[src/rtl/x_phaser_ref_lockmon.sv]
// Per-channel reference clock lock monitor: measures tick-to-tick periods in CLK cycles,
// qualifies them against range and jitter limits, and tracks acquisition/lock per channel.
module x_phaser_ref_lockmon #(
  parameter int unsigned CHANNELS   = 4,
  parameter int unsigned CNT_W      = 12,
  parameter int unsigned PERIOD_MIN = 8,
  parameter int unsigned PERIOD_MAX = 64,
  parameter int unsigned JITTER_TOL = 1,
  parameter int unsigned LOCK_CNT   = 6,
  parameter int unsigned UNLOCK_CNT = 2
) (
  input  logic                      CLK,
  input  logic                      RST,
  input  logic [CHANNELS-1:0]       REF_TICK,
  input  logic [CHANNELS-1:0]       PWRDWN,
  input  logic                      ERR_CLR,
  output logic [CHANNELS-1:0]       LOCKED,
  output logic                      LOCKED_ALL,
  output logic [CHANNELS*CNT_W-1:0] PERIOD,
  output logic [CHANNELS-1:0]       RANGE_ERR
);

  // One spare counter bit so the timeout value always fits without wrapping.
  localparam int unsigned CW = CNT_W + 1;
  localparam int unsigned GW = $clog2(LOCK_CNT + 1);
  localparam int unsigned BW = $clog2(UNLOCK_CNT + 1);

  localparam logic [CW-1:0] TMO_C      = CW'(PERIOD_MAX + JITTER_TOL + 1);
  localparam logic [CW-1:0] MIN_C      = CW'(PERIOD_MIN);
  localparam logic [CW-1:0] MAX_C      = CW'(PERIOD_MAX);
  localparam logic [CW-1:0] TOL_C      = CW'(JITTER_TOL);
  localparam logic [GW-1:0] LOCK_C     = GW'(LOCK_CNT);
  localparam logic [BW-1:0] UNLOCK_C   = BW'(UNLOCK_CNT);

  typedef enum logic [1:0] {
    ST_IDLE = 2'd0,
    ST_ACQ  = 2'd1,
    ST_LOCK = 2'd2
  } state_e;

  logic [CHANNELS-1:0] locked_d;
  logic                locked_all_q;

  for (genvar n = 0; n < CHANNELS; n++) begin : g_ch
    state_e          state_q;
    logic [CW-1:0]   cnt_q;
    logic [CW-1:0]   prev_q;
    logic            prev_vld_q;
    logic [GW-1:0]   good_cnt_q;
    logic [BW-1:0]   bad_cnt_q;
    logic [CNT_W-1:0] period_q;
    logic            locked_q;
    logic            err_q;

    logic          active;
    logic          tick;
    logic          eval;
    logic          tmo;
    logic          in_range;
    logic [CW-1:0] diff;
    logic          jit_ok;
    logic          good;
    logic          bad;
    logic          rng_bad;
    logic          lock_hit;
    logic          unlock_hit;

    // Event decode for the current cycle; power-down masks both ticks and timeouts.
    always_comb begin
      active     = (state_q != ST_IDLE);
      tick       = REF_TICK[n] && !PWRDWN[n];
      eval       = tick && active;
      tmo        = active && !tick && !PWRDWN[n] && (cnt_q == TMO_C);
      in_range   = (cnt_q >= MIN_C) && (cnt_q <= MAX_C);
      diff       = (cnt_q >= prev_q) ? (cnt_q - prev_q) : (prev_q - cnt_q);
      jit_ok     = !prev_vld_q || (diff <= TOL_C);
      good       = eval && in_range && jit_ok;
      bad        = (eval && !good) || tmo;
      rng_bad    = (eval && !in_range) || tmo;
      lock_hit   = good && (state_q == ST_ACQ) && ((good_cnt_q + GW'(1)) >= LOCK_C);
      unlock_hit = bad && locked_q && ((bad_cnt_q + BW'(1)) >= UNLOCK_C);
    end

    assign locked_d[n] = PWRDWN[n] ? 1'b0 :
                         lock_hit  ? 1'b1 :
                         unlock_hit ? 1'b0 : locked_q;

    always_ff @(posedge CLK or posedge RST) begin
      if (RST) begin
        state_q    <= ST_IDLE;
        cnt_q      <= '0;
        prev_q     <= '0;
        prev_vld_q <= 1'b0;
        good_cnt_q <= '0;
        bad_cnt_q  <= '0;
        period_q   <= '0;
        locked_q   <= 1'b0;
        err_q      <= 1'b0;
      end else begin
        locked_q <= locked_d[n];
        err_q    <= (err_q && !ERR_CLR) || rng_bad;
        if (PWRDWN[n]) begin
          state_q    <= ST_IDLE;
          cnt_q      <= '0;
          prev_vld_q <= 1'b0;
          good_cnt_q <= '0;
          bad_cnt_q  <= '0;
        end else begin
          case (state_q)
            ST_IDLE: begin
              if (tick) begin
                state_q    <= ST_ACQ;
                cnt_q      <= CW'(1);
                good_cnt_q <= '0;
                prev_vld_q <= 1'b0;
              end
            end
            default: begin
              if (eval) begin
                cnt_q    <= CW'(1);
                period_q <= cnt_q[CNT_W-1:0];
              end else if (tmo) begin
                cnt_q      <= '0;
                state_q    <= ST_IDLE;
                prev_vld_q <= 1'b0;
              end else begin
                cnt_q <= cnt_q + CW'(1);
              end

              if (good) begin
                bad_cnt_q  <= '0;
                prev_q     <= cnt_q;
                prev_vld_q <= 1'b1;
                if (lock_hit) begin
                  state_q    <= ST_LOCK;
                  good_cnt_q <= '0;
                end else if (state_q == ST_ACQ) begin
                  good_cnt_q <= good_cnt_q + GW'(1);
                end
              end else if (bad) begin
                good_cnt_q <= '0;
                if (unlock_hit) begin
                  bad_cnt_q <= '0;
                  if (!tmo) state_q <= ST_ACQ;
                end else if (locked_q) begin
                  bad_cnt_q <= bad_cnt_q + BW'(1);
                end
                // While acquiring, the jitter reference follows the incoming rate so a
                // changed frequency can still be acquired; in lock it holds the last good period.
                if (eval && in_range && (state_q == ST_ACQ)) begin
                  prev_q     <= cnt_q;
                  prev_vld_q <= 1'b1;
                end
              end
            end
          endcase
        end
      end
    end

    assign LOCKED[n]                  = locked_q;
    assign RANGE_ERR[n]               = err_q;
    assign PERIOD[n*CNT_W +: CNT_W]   = period_q;
  end

  // Aggregate lock uses next-state lock so it is aligned with the per-channel outputs.
  always_ff @(posedge CLK or posedge RST) begin
    if (RST) begin
      locked_all_q <= 1'b0;
    end else begin
      locked_all_q <= (&(locked_d | PWRDWN)) && !(&PWRDWN);
    end
  end

  assign LOCKED_ALL = locked_all_q;

endmodule

[config.mk]
export PLATFORM = sky130hd
export DESIGN_NAME = x_phaser_ref_lockmon
export DESIGN_NICKNAME = d
export VERILOG_FILES = /design/src/rtl/x_phaser_ref_lockmon.sv
export SDC_FILE = /design/constraint.sdc
export NUM_CORES = 1
export LEC_CHECK = 0
export BUFFER_PORTS_ARGS = -buffer_cell sky130_fd_sc_hd__clkbuf_2
export CAP_MARGIN = 20
export CORE_ASPECT_RATIO = 1.1
export CORE_MARGIN = 2
export CORE_UTILIZATION = 60
export CTS_BUF_LIST = sky130_fd_sc_hd__clkbuf_8
export CTS_CLUSTER_DIAMETER = 200
export DETAILED_ROUTE_END_ITERATION = 8
export PLACE_DENSITY = 0.78
export SLEW_MARGIN = 40
export SYNTH_ARGS = -nofsm -noshare
export SYNTH_HDL_FRONTEND = slang
export SYNTH_SLANG_ARGS = --single-unit
export TNS_END_PERCENT = 100
[constraint.sdc]
create_clock -name CLK -period 10 [get_ports CLK]
set_input_delay 0.5 -clock CLK [delete_from_list [all_inputs] [get_ports CLK]]
set_output_delay 0.5 -clock CLK [all_outputs]
set_load 0.05 [all_outputs]
==> results.ini <==
[logic_synthesis]
synth_warnings = 0
netlist_instances = 1769
synth_nets = 1908
synthArstFlopShare_pct = 100
synth_ff_type = dfrtp_1
synth_edf_count = 0
post_synth_instance_area_sq_um = 14600
synth-seq-cells = 193
syn_area_per_cell_sq_um = 8.23
ys_types = 82
yosysSeqAreaShare_pct = 33.2

[finish]
mostFrequentLayoutCell = dfrtp_1
multi_input_area_sq_um = 8840
mostFrequentLayoutCells = 193 x dfrtp_1, 174 x o21ai_0, 165 x nand2_1
regArea_sq_um = 4830
fill_cells = 2030
nets = 1919
syn2layout_area_growth_pct = 6.03
drive_gt1_share_pct = 8.92

[route]
ant_nets = 0
dr.first_iter.drc_count = 959
via_count = 13228
drt_drc_violations_left = 0
drt-pass1-iter-count = 6
vias_per_cell = 6.30
drt-total-wl_um = 36300
wire_per_inst_um = 17.3

[cts]
post_cts_buffers = 0
cts_hold_buf = 0
cts_num_sinks = 193
cts_resized = 0
h-tree-depth = 4
cts_tree = done
path_clk_slew_ns = 0.11
clkLatencyLatePin_ns = 0.50
clock_path_buffers = 2
cts_buffers = 17
clockRootBuffer = clkbuf_8

[setup_path]
crit_fanout = 9
rr_endpoint = g_ch[1].good_cnt_q[1]$_DFFE_PP0P_
max_stage_delay_ns = 0.69
crit_type = reg -> reg
r2r_slack_ns = 5.66
crit_top_cell = a211oi_1
end_kind = flop
cp-start-kind = flop
required_ns = 10.42
cp_slowest_cell = nor4_1
reg2reg_from = g_ch[1].cnt_q[1]$_DFFE_PP0P_
reg2reg_depth = 12
crit_chain = inv_1 -> fa_1 -> a21o_1 -> a221oi_1 -> or4b_1 -> o31a_1 -> nand4_1 -> nor4_1 -> a211oi_1 -> nor3_2 -> a211oi_1 -> o22ai_1
arrival_ns = 4.76

[global_route]
antenna_found_initial = 1
grt_pass1_vias = 12383
grt_start_max_net_pins = 116
overflow = 0
grt.total_usage_pct = 28.1
grt_pass1_wl_um = 60200

[timing]
finalHoldViolations = 0
worst_slew_pin_slew_ns = 0.781
maxSlewViolCount = 0
min_period_ns = 4.34
setup_tns_ns = 0
period_share_pct = 43.4
hold_ws_ns = 0.0658
relSlewSlack_pct = 47.5
rsz0062_at_grt = false
setup_viol = 0
clock.fmax_mhz = 230
fin_skew_ns = 0.0175

[flow_run]
cap_violations = 0

[power]
vdd_drop_max_v = 0.0000894
power_w = 0.00151
p_sw_share_pct = 31.3
power_frac_seq_pct = 53.6
power.share.combinational_pct = 13.0
p_clk_share_pct = 33.4
p_sw_w = 0.000475
p_leak_nw = 7.07
p_int_w = 0.00104
power.density_nw_per_um2 = 98.1

[die]
core-area_sq_um = 23800
die_w_um = 153
ios = 68
fp.dieArea_sq_um = 25500
die_h_um = 167
start_util_pct = 61.3
rows = 59

[place]
place_congestion = 0.931
io_buffers = 67
dp_hpwl_um = 26700

[outcome]
outcome = complete, no violations

[worst_hold_path]
hp-class = in -> async

==> worst max-delay path, delay by kind of cell (launching register included) <==
family	cells	cell delay, ns
AO/OA/AOI/OAI	6	1.58
AND/OR/NAND/NOR	4	1.46
buffers and inverters	1	0.18
adder cells (fa/ha/maj)	1	0.49
flip-flops	1	0.55
==> synthesized netlist by cell type (7+ instances only) <==
library cell | count | area share, %
a21oi_1 | 103 | 3.5
a31oi_1 | 22 | 0.94
nand2b_1 | 27 | 1.2
xnor2_1 | 29 | 1.7
o21bai_1 | 9 | 0.46
inv_1 | 155 | 4.0
or3_1 | 15 | 0.64
o211ai_1 | 14 | 0.72
o31ai_1 | 11 | 0.57
nor4_1 | 25 | 1.1
mux2i_1 | 22 | 1.5
clkbuf_1 | 64 | 1.6
nand4_1 | 26 | 1.1
o21ai_1 | 20 | 0.69
and3_1 | 32 | 1.4
nor2b_1 | 28 | 1.2
a211o_1 | 8 | 0.48
nand3_1 | 42 | 1.4
and2_1 | 14 | 0.60
o2111ai_1 | 7 | 0.42
dfrtp_1 | 193 | 33
a211oi_1 | 23 | 1.2
o21a_1 | 17 | 0.88
ha_1 | 120 | 10
o21ai_0 | 174 | 6.0
nor2_1 | 131 | 3.4
buf_4 | 9 | 0.46
buf_2 | 9 | 0.31
mux2_2 | 26 | 2.0
a21o_1 | 23 | 1.2
fa_1 | 8 | 1.1
nor3_1 | 45 | 1.5
a22o_1 | 7 | 0.42
o22ai_1 | 12 | 0.52
xor2_1 | 14 | 0.84
nand2_1 | 167 | 4.3
==> cell families after synthesis <==
family	count (synthesis)	share of synthesized area, %
simple gates	589	19.9
compound gates	528	22.9
buf+inv	240	6.49
flops	193	33.2
fa+ha+maj	128	11.4
mux	48	3.52
xor+xnor	43	2.59
==> through the flow <==
stage	cells	cell area (sq um)	worst slack, ns	util [%]
6_report	2099	15400	5.66	65.0
5_1_grt	2098	15400	5.17	65.0
4_1_cts	2098	15400	5.82	64.9
3_5_place_dp	2066	15000	5.85	63.3
3_3_place_gp	2066	15000	5.99	63.2
2_1_floorplan	1769	14600	4.24	-
==> cell type report <==
class / count / share of cell area (%)
Antenna cell: 1 / 0.0162
Timing Repair Buffer: 76 / 2.63
Tap cell: 305 / 2.47
Multi-Input combinational cell: 1336 / 57.3
Clock inverter: 15 / 0.948
Inverter: 156 / 3.87
Sequential cell: 193 / 31.3
Clock buffer: 17 / 1.52
==> worst max-delay path by stage <==
stage	start	endpoint	slack (ns)	cells after the start
2_1_floorplan	RST	LOCKED_ALL$_DFF_PP0_	4.24	1
3_3_place_gp	g_ch[1].cnt_q[1]$_DFFE_PP0P_	g_ch[1].good_cnt_q[1]$_DFFE_PP0P_	5.99	12
3_5_place_dp	g_ch[1].cnt_q[1]$_DFFE_PP0P_	g_ch[1].good_cnt_q[1]$_DFFE_PP0P_	5.85	12
4_1_cts	g_ch[1].cnt_q[1]$_DFFE_PP0P_	g_ch[1].good_cnt_q[1]$_DFFE_PP0P_	5.82	12
5_1_grt	g_ch[1].cnt_q[1]$_DFFE_PP0P_	g_ch[1].good_cnt_q[0]$_DFFE_PP0P_	5.17	12
6_report	g_ch[1].cnt_q[1]$_DFFE_PP0P_	g_ch[1].good_cnt_q[1]$_DFFE_PP0P_	5.66	12
==> power by group through the flow <==
stage	registers, W	clock network [W]	logic (W)
after floorplan	0.000846	0	0.000126
after CTS	0.000812	0.000516	0.000196
after global routing	0.000815	0.000548	0.000217
after global placement	0.000826	0	0.000192
after detailed placement	0.000827	0	0.000194
final	0.000812	0.000505	0.000197
==> per-layer routing <==
layer	vias up	share of wire [%]	global-route usage (%)
met2	471	46	44.9
li1	6352	-	-
met4	0	2.6	10.2
met5	-	0	0
met3	82	5.9	4.24
met1	6323	45	39.0
==> registers in the layout (all words and copies together), names as in the netlist <==
| signal | cells |
|---|---|
| LOCKED_ALL | 1 |
| g_ch.bad_cnt_q | 8 |
| g_ch.cnt_q | 52 |
| g_ch.err_q | 4 |
| g_ch.good_cnt_q | 12 |
| g_ch.locked_q | 4 |
| g_ch.period_q | 48 |
| g_ch.prev_q | 52 |
| g_ch.prev_vld_q | 4 |
| g_ch.state_q | 8 |
(Power assumes the default switching activity.)
